==> src/rtl/mult32x32_ctrl.sv <==
// Sequencing controller for the 32x32 multiplier: clear, four 16x16 accumulates, done.
// Optional `MULT_SKIP_ZERO_EN` skips accumulates of zero partial products and short-cuts zero operands.
module mult32x32_ctrl (
  input  logic        clk,
  input  logic        reset,
  input  logic        start,
  input  logic [31:0] a,
  input  logic [31:0] b,
  output logic        busy,
  output logic        done,
  output logic        a_sel,
  output logic        b_sel,
  output logic [1:0]  shift_sel,
  output logic        upd_prod,
  output logic        clr_prod
);

  // state | meaning
  // IDLE  | waiting for start
  // CLR   | clear product register
  // P00   | accumulate a_lo*b_lo
  // P01   | accumulate a_lo*b_hi << 16
  // P10   | accumulate a_hi*b_lo << 16
  // P11   | accumulate a_hi*b_hi << 32
  // DONE  | product final, one-cycle done pulse
  localparam logic [2:0] S_IDLE = 3'd0;
  localparam logic [2:0] S_CLR  = 3'd1;
  localparam logic [2:0] S_P00  = 3'd2;
  localparam logic [2:0] S_P01  = 3'd3;
  localparam logic [2:0] S_P10  = 3'd4;
  localparam logic [2:0] S_P11  = 3'd5;
  localparam logic [2:0] S_DONE = 3'd6;

  logic [2:0] state;
  logic [2:0] state_nxt;
  logic       upd_base;

  always_ff @(posedge clk or negedge reset) begin
    if (!reset) state <= S_IDLE;
    else        state <= state_nxt;
  end

  always_comb begin
    state_nxt = state;
    case (state)
      S_IDLE: if (start) state_nxt = S_CLR;
`ifdef MULT_SKIP_ZERO_EN
      S_CLR:  state_nxt = ((a == 32'd0) || (b == 32'd0)) ? S_DONE : S_P00;
`else
      S_CLR:  state_nxt = S_P00;
`endif
      S_P00:  state_nxt = S_P01;
      S_P01:  state_nxt = S_P10;
      S_P10:  state_nxt = S_P11;
      S_P11:  state_nxt = S_DONE;
      S_DONE: state_nxt = start ? S_CLR : S_IDLE;
      default: state_nxt = S_IDLE;
    endcase
  end

  always_comb begin
    busy      = 1'b0;
    done      = 1'b0;
    a_sel     = 1'b0;
    b_sel     = 1'b0;
    shift_sel = 2'b11;
    upd_base  = 1'b0;
    clr_prod  = 1'b0;
    case (state)
      S_CLR: begin
        busy     = 1'b1;
        clr_prod = 1'b1;
      end
      S_P00: begin
        busy      = 1'b1;
        a_sel     = 1'b1;
        b_sel     = 1'b1;
        shift_sel = 2'b00;
        upd_base  = 1'b1;
      end
      S_P01: begin
        busy      = 1'b1;
        a_sel     = 1'b1;
        shift_sel = 2'b01;
        upd_base  = 1'b1;
      end
      S_P10: begin
        busy      = 1'b1;
        b_sel     = 1'b1;
        shift_sel = 2'b01;
        upd_base  = 1'b1;
      end
      S_P11: begin
        busy      = 1'b1;
        shift_sel = 2'b10;
        upd_base  = 1'b1;
      end
      S_DONE: done = 1'b1;
      default: ;
    endcase
  end

`ifdef MULT_SKIP_ZERO_EN
  logic [15:0] a_half;
  logic [15:0] b_half;

  // A zero half means a zero partial product, so the accumulate is skipped.
  assign a_half   = a_sel ? a[15:0] : a[31:16];
  assign b_half   = b_sel ? b[15:0] : b[31:16];
  assign upd_prod = upd_base & (|a_half) & (|b_half);
`else
  logic unused_operands;

  assign unused_operands = ^{a, b};
  assign upd_prod        = upd_base;
`endif

endmodule

==> config.mk <==
export PLATFORM = sky130hd
export DESIGN_NAME = mult32x32_ctrl
export DESIGN_NICKNAME = d
export VERILOG_FILES = /design/src/rtl/mult32x32_ctrl.sv
export SDC_FILE = /design/constraint.sdc
export NUM_CORES = 1
export LEC_CHECK = 0
export CAP_MARGIN = 20
export CORE_UTILIZATION = 12
export DETAILED_ROUTE_END_ITERATION = 16
export HOLD_SLACK_MARGIN = 0.15
export PLACE_DENSITY = 0.85
export SLEW_MARGIN = 20
export SYNTH_ARGS = -nofsm -noshare
export SYNTH_HDL_FRONTEND = slang
export SYNTH_SLANG_ARGS = --single-unit
==> constraint.sdc <==
create_clock -name clk -period 0.9 [get_ports clk]
set_input_delay 0.135 -clock clk [delete_from_list [all_inputs] [get_ports clk]]
set_output_delay 0.135 -clock clk [all_outputs]
set_load 0.02 [all_outputs]
==> results.py, run 1 <==
metrics = {
    "status": {
        "outcome": "finished, violations left",
        "violations": "negative setup slack",
    },
    "clock_tree": {
        "htree_num_levels": 1,
        "clk_latency_ns": 0.23,
        "root_buffer": "clkbuf_4",
        "cts.clk_slew.worst_paths_ns": 0.04,
        "cts-buffers-inserted": 3,
        "cts.sink_count": 3,
        "clock_tree.buffer_depth": 2,
        "cts_tree": "built",
    },
    "sta": {
        "finalHoldViolations": 0,
        "fin_crit_ns": 1.363,
        "final.setup.worst_slack_ns": -0.4626,
        "max_freq_mhz": 733.9,
        "rsz0062_at_grt": "yes",
        "setup_violations": 10,
        "fin_skew_ns": 0.002617,
        "slew_violations": 0,
        "max_slew_margin_pct": 84.67,
        "fin_crit_sh_pct": 151.4,
        "whs_ns": 0.4449,
        "tightestPinTransition_ns": 0.2295,
    },
    "detailed_routing": {
        "vias": 275,
        "first_pass_iters": 4,
        "route.detailed.drc": 0,
        "drt_iter0_drc": 1,
        "wire_per_inst_um": 10.24,
        "antenna_left": 0,
        "drt_wl_total_um": 778,
        "vias_per_cell": 3.618,
    },
    "power_and_ir_drop": {
        "peakVddDrop_v": 0.001625,
        "p_leak_nw": 0.2417,
        "power_frac_comb_pct": 75.5,
        "pwr-share-clk_pct": 9.5,
        "switching_share_pct": 43.28,
        "powerDensity_mw_per_mm2": 4646,
        "p_int_mw": 1.428,
        "pwr-share-seq_pct": 15.0,
        "total_power_mw": 2.517,
        "switching_power_mw": 1.089,
    },
    "placed_design": {
        "dp.final_hpwl_um": 421.9,
        "gp_congestion": 0.7210,
        "port-buffer-count": 10,
        "placed_area_um2": 425.4,
    },
    "global_route": {
        "overflow": 0,
        "grt_pass1_wl_mm": 1.283,
        "grt_use_total_pct": 9.155,
        "grt_max_degree": 9,
        "grt_pass1_vias": 280,
        "antenna_found_initial": 0,
    },
    "layout": {
        "syn_to_final_growth_pct": 123.2,
        "largest_reg_flops": 3,
        "regMostFlops": "state",
        "drive_gt1_share_pct": 78.43,
        "layout.nets": 120,
        "final_area_um2": 541.8,
        "top_regs": "state (3)",
        "num_antenna_cells": 0,
    },
    "synth": {
        "syn_area_um2": 242.7,
        "syn_inst": 26,
        "avgSynthCellArea_um2": 9.336,
        "synth_cell_types": 17,
        "ys_seq_elements": 3,
        "yosys_warnings": 0,
        "yosysSeqAreaShare_pct": 30.93,
        "syn-num-nets": 94,
    },
    "worst_setup_path": {
        "end_kind": "output port",
        "path_class": "flop to output port",
        "path_cells": "buf_6, nor3b_4, a21oi_4, buf_6",
        "path_common_cell": "buf_6",
        "rrSetupSlack_ns": -0.23,
        "crit_required_ns": 0.76,
        "cpMaxStageDelayCell": "dfrtp_2",
        "crit_fanout": 7,
        "startpoint_type": "flop",
        "cp_slowest_stage_delay_ns": 0.45,
        "crit_arrival_ns": 1.23,
    },
    "floorplan": {
        "core_area_mm2": 0.001802,
        "die_w_um": 46.98,
        "io-pin-count": 75,
        "die_h_um": 46.98,
        "rows": 15,
        "start_util_pct": 13.47,
        "design.die.area_mm2": 0.002207,
    },
    "job": {
        "max_cap_viol_count": 0,
    },
    "hold_path": {
        "hold_class": "input port to flop",
    },
}
==> worst max-delay path: cells and delay by family, from the launching register on <==
kind	cells	cell delay, ns
AND/OR/NAND/NOR	1	0.23
AO/OA/AOI/OAI	1	0.04
buffers and inverters	2	0.27
flip-flops	1	0.45
==> cell usage after synthesis <==
master | number | area (um^2)
dfrtp_1 | 3 | 75.07
nand3b_1 | 1 | 7.510
inv_1 | 3 | 11.26
a21oi_1 | 3 | 15.01
ha_1 | 1 | 12.51
nor3_1 | 2 | 10.01
nor3b_2 | 1 | 12.51
xnor2_2 | 1 | 16.27
and3_1 | 1 | 6.260
inv_2 | 1 | 3.750
nor2b_1 | 1 | 6.260
a21o_1 | 1 | 7.510
nor3b_1 | 1 | 7.510
buf_6 | 3 | 33.78
a21oi_2 | 1 | 8.760
nor2_1 | 1 | 3.750
o21ai_0 | 1 | 5.000
==> path summary, 6_finish.rpt <==
check / startpoint / endpoint / depth (start not counted)
min in group asynchronous: reset / state[1]$_DFFE_PN0P_ / 2
min: start / state[0]$_DFFE_PN0P_ / 3
max in group asynchronous: reset / state[0]$_DFFE_PN0P_ / 2
max reg2reg: state[1]$_DFFE_PN0P_ / state[1]$_DFFE_PN0P_ / 4
min reg2reg: state[2]$_DFFE_PN0P_ / state[2]$_DFFE_PN0P_ / 2
max: state[2]$_DFFE_PN0P_ / shift_sel[0] / 4
==> power by group through the flow <==
stage                     sequential (mW)  clock, mW  combinational (mW)
after global routing                0.393      0.266                2.04
after floorplan                     0.231          0                1.08
final                               0.378      0.240                1.90
after detailed placement            0.392          0                1.51
after CTS                           0.361      0.259                1.87
after global placement              0.374          0                1.51
==> layout by cell type, fill, tap and decap left out <==
cell	count
ha_2	1
a21oi_2	2
and3_4	1
dlygate4sd3_1	1
clkbuf_1	1
a21oi_4	1
nand3b_1	1
o21ai_1	1
inv_4	1
xnor2_4	1
nor3_2	2
clkbuf_4	3
clkdlybuf4s50_1	2
a21o_1	1
a21oi_1	1
nor2_2	1
nor3b_4	1
buf_4	13
buf_2	1
nor3b_2	1
inv_1	2
dfrtp_2	3
buf_6	7
inv_2	1
nor2b_1	1
==> cell type report <==
class	count	area, um^2
clock buffers	4	26.28
fillers	210	1260
inverters	4	17.52
multi-input cells	16	176.4
flip-flops and latches	3	78.83
well taps	25	31.28
repair buffers	24	211.5
==> metal layers <==
| metal | part of all wire, % | track usage, % | vias to the layer above |
|---|---|---|---|
| li1 | - | - | 133 |
| met1 | 43 | 11.11 | 128 |
| met2 | 48 | 11.94 | 12 |
| met3 | 7.6 | 3.846 | 2 |
| met4 | 0.51 | 8.571 | 0 |
| met5 | 0 | 0 | - |
==> cell families after synthesis <==
group,count (synthesis),share of synthesized area [%]
AND/OR/NAND/NOR,8,22.17
buffers and inverters,7,20.10
AO/OA/AOI/OAI,6,14.95
flip-flops,3,30.93
XOR/XNOR,1,6.703
adder cells (fa/ha/maj),1,5.154
==> stage by stage <==
stage,std cells,TNS (ns),setup WS [ns],util [%]
final,76,-3.618,-0.4626,30.07
after global routing,76,-4.113,-0.5124,30.07
after CTS,76,-3.566,-0.4749,29.72
after detailed placement,65,-5.902,-0.7352,23.61
after global placement,65,-5.600,-0.7018,23.61
after floorplan,26,-0.6842,-0.1091,-
==> what timing repair did <==
action / in CTS / in global routing
setup endpoints to repair: 11 / 11
setup buffers: 6 / 1
endpoints found under the hold margin: 3 / 0
hold buffers: 1 / 0
resized for setup: 53 / 3
pin swaps: 2 / 2
Note: power is estimated with default switching activity, not from simulation.
==> run 2: changes to the inputs <==
--- a/config.mk
+++ b/config.mk
@@ -6,10 +6,12 @@
 export NUM_CORES = 1
 export LEC_CHECK = 0
 export CAP_MARGIN = 20
-export CORE_UTILIZATION = 12
+export CELL_PAD_IN_SITES_DETAIL_PLACEMENT = 1
+export CELL_PAD_IN_SITES_GLOBAL_PLACEMENT = 1
+export CORE_UTILIZATION = 10
 export DETAILED_ROUTE_END_ITERATION = 16
 export HOLD_SLACK_MARGIN = 0.15
-export PLACE_DENSITY = 0.85
+export PLACE_DENSITY = 0.95
 export SLEW_MARGIN = 20
 export SYNTH_ARGS = -nofsm -noshare
 export SYNTH_HDL_FRONTEND = slang
==> run 2 against run 1 <==
The run still ends with negative setup slack left; die area is 19% higher; total power fell by 1.2%; register-to-register slack about the same; worst hold slack better by 0.0072 ns; count of clock-buffer cells in the layout did not move; via count fell by 5.1%; largest power group unchanged.
==> results.py, run 2 (synthesis results as in run 1) <==
metrics = {
    "power_and_ir_drop": {
        "pwr-share-seq_pct": 14.8,
        "switching_share_pct": 43.32,
        "power_frac_comb_pct": 75.8,
        "peakVddDrop_v": 0.001742,
        "powerDensity_mw_per_mm2": 4590,
        "switching_power_mw": 1.077,
        "p_int_mw": 1.410,
        "p_leak_nw": 0.2374,
        "total_power_mw": 2.487,
        "pwr-share-clk_pct": 9.3,
    },
    "placed_design": {
        "port-buffer-count": 10,
        "dp.final_hpwl_um": 572.8,
        "gp_congestion": 0.6672,
        "pre_cts_slack_ns": -0.6500,
    },
    "worst_setup_path": {
        "path_class": "flop to output port",
        "critPathLaunch": "state[1]$_DFFE_PN0P_",
        "r2r-start": "state[1]$_DFFE_PN0P_",
        "end_kind": "output port",
        "crit_fanout": 7,
        "crit_arrival_ns": 1.21,
        "startpoint_type": "flop",
        "crit_required_ns": 0.76,
    },
    "clock_tree": {
        "clk_latency_ns": 0.23,
        "htree_num_levels": 1,
        "clock_tree.buffer_depth": 2,
        "cts.sink_count": 3,
        "cts-buffers-inserted": 3,
        "cts_tree": "built",
        "root_buffer": "clkbuf_4",
        "cts.clk_slew.worst_paths_ns": 0.03,
    },
    "global_route": {
        "grt_pass1_vias": 322,
        "antenna_found_initial": 0,
        "use_met1_pct": 5.684,
        "grt_busiest_layer": "met2",
        "grt_pass1_wl_mm": 1.359,
        "grt_util_met2_pct": 15.13,
        "overflow": 0,
        "grt_use_total_pct": 7.597,
        "grt_max_degree": 10,
        "gr-usage-met3_pct": 2.083,
    },
    "detailed_routing": {
        "antenna_left": 0,
        "vias_per_cell": 3.346,
        "drt_wl_total_um": 769,
        "wire_per_inst_um": 9.859,
        "route.detailed.drc": 0,
        "first_pass_iters": 2,
        "drt_iter0_drc": 1,
        "vias": 261,
    },
    "hold_path": {
        "hold_class": "input port to flop",
        "holdCritStartpoint": "start",
    },
    "job": {
        "max_cap_viol_count": 0,
    },
    "layout": {
        "top_regs": "state (3)",
        "regMostFlops": "state",
        "final_cell_mix": "buf_4, buf_6, clkbuf_4, dfrtp_2",
        "syn_to_final_growth_pct": 123.2,
        "fillers": 281,
        "final_util_pct": 24.03,
        "final_common_cell": "buf_4",
        "layout.nets": 119,
        "largest_reg_flops": 3,
        "num_antenna_cells": 0,
        "drive_gt1_share_pct": 80.00,
    },
    "sta": {
        "fin_crit_ns": 1.347,
        "rsz0062_at_grt": "yes",
        "tightestPinTransition_ns": 0.2245,
        "finalSetupTns_ns": -3.524,
        "finalHoldViolations": 0,
        "fin_crit_sh_pct": 149.7,
        "final.setup.worst_slack_ns": -0.4470,
        "fin_skew_ns": 0.002230,
        "slew_violations": 0,
        "setup_violations": 11,
        "max_slew_margin_pct": 85.03,
        "max_freq_mhz": 742.4,
        "whs_ns": 0.4522,
    },
    "floorplan": {
        "rows": 17,
        "start_util_pct": 10.77,
        "design.die.area_mm2": 0.002628,
        "die_w_um": 51.27,
        "core_area_mm2": 0.002255,
        "die_h_um": 51.27,
        "io-pin-count": 75,
    },
    "status": {
        "violations": "negative setup slack",
        "outcome": "finished, violations left",
    },
}
run 2: cell types whose count changed in the layout (fill, tap and decap cells not counted), sizes merged:
cell and delta:
buf -1
run 2: worst paths after layout:
path,to,slack [ns],cells past startpoint
worst max-delay path,shift_sel[1],-0.45,4
worst min-delay path,state[0]$_DFFE_PN0P_,0.45,3
worst max register to register,state[1]$_DFFE_PN0P_,-0.22,4
worst min register to register,state[1]$_DFFE_PN0P_,0.68,1
max in group asynchronous,state[0]$_DFFE_PN0P_,0.10,2
min in group asynchronous,state[2]$_DFFE_PN0P_,0.63,2
run 2: layer usage:
metal | share of wire (%) | routed length [um] | vias to the layer above
li1 | - | - | 132
met1 | 33 | 251 | 121
met2 | 62 | 473 | 8
met3 | 5.7 | 44 | 0
met4 | 0 | 0 | 0
met5 | 0 | 0 | -
run 2: critical path, stage by stage (launching register included):
cell,delay (ns)
dfrtp_2,0.44
buf_6,0.16
nor3b_2,0.19
a21oi_2,0.04
buf_2,0.16
run 2: layout make-up:
cell class / count / area, um^2 / share of cell area, %
timing repair buffer: 23 / 205.2 / 37.88
multi-input combinational: 16 / 176.4 / 32.56
sequential: 3 / 78.83 / 14.55
tap: 28 / 35.03 / 6.467
clock buffer: 4 / 26.28 / 4.850
inverter: 4 / 20.02 / 3.695
run 2: metrics by stage:
stage               cells  area (um^2)
global placement       70        444.2
finish                 78        541.8
detailed placement     70        444.2
floorplan              26        275.3
CTS                    77        518.0
global route           78        541.8
run 2: timing repair:
action	in CTS	in global routing
hold buffers	1	0
setup buffers	2	1
setup endpoints to repair	11	11
endpoints found under the hold margin	3	0
gates resized for setup	51	5
pin swaps	1	1
run 2: power by group through the flow:
stage | Combinational, mW | Sequential [mW] | Clock (mW)
after floorplan | 1.08 | 0.231 | 0
after global placement | 1.63 | 0.322 | 0
after detailed placement | 1.67 | 0.333 | 0
after CTS | 1.83 | 0.352 | 0.250
after global routing | 2.03 | 0.391 | 0.270
final | 1.89 | 0.369 | 0.232
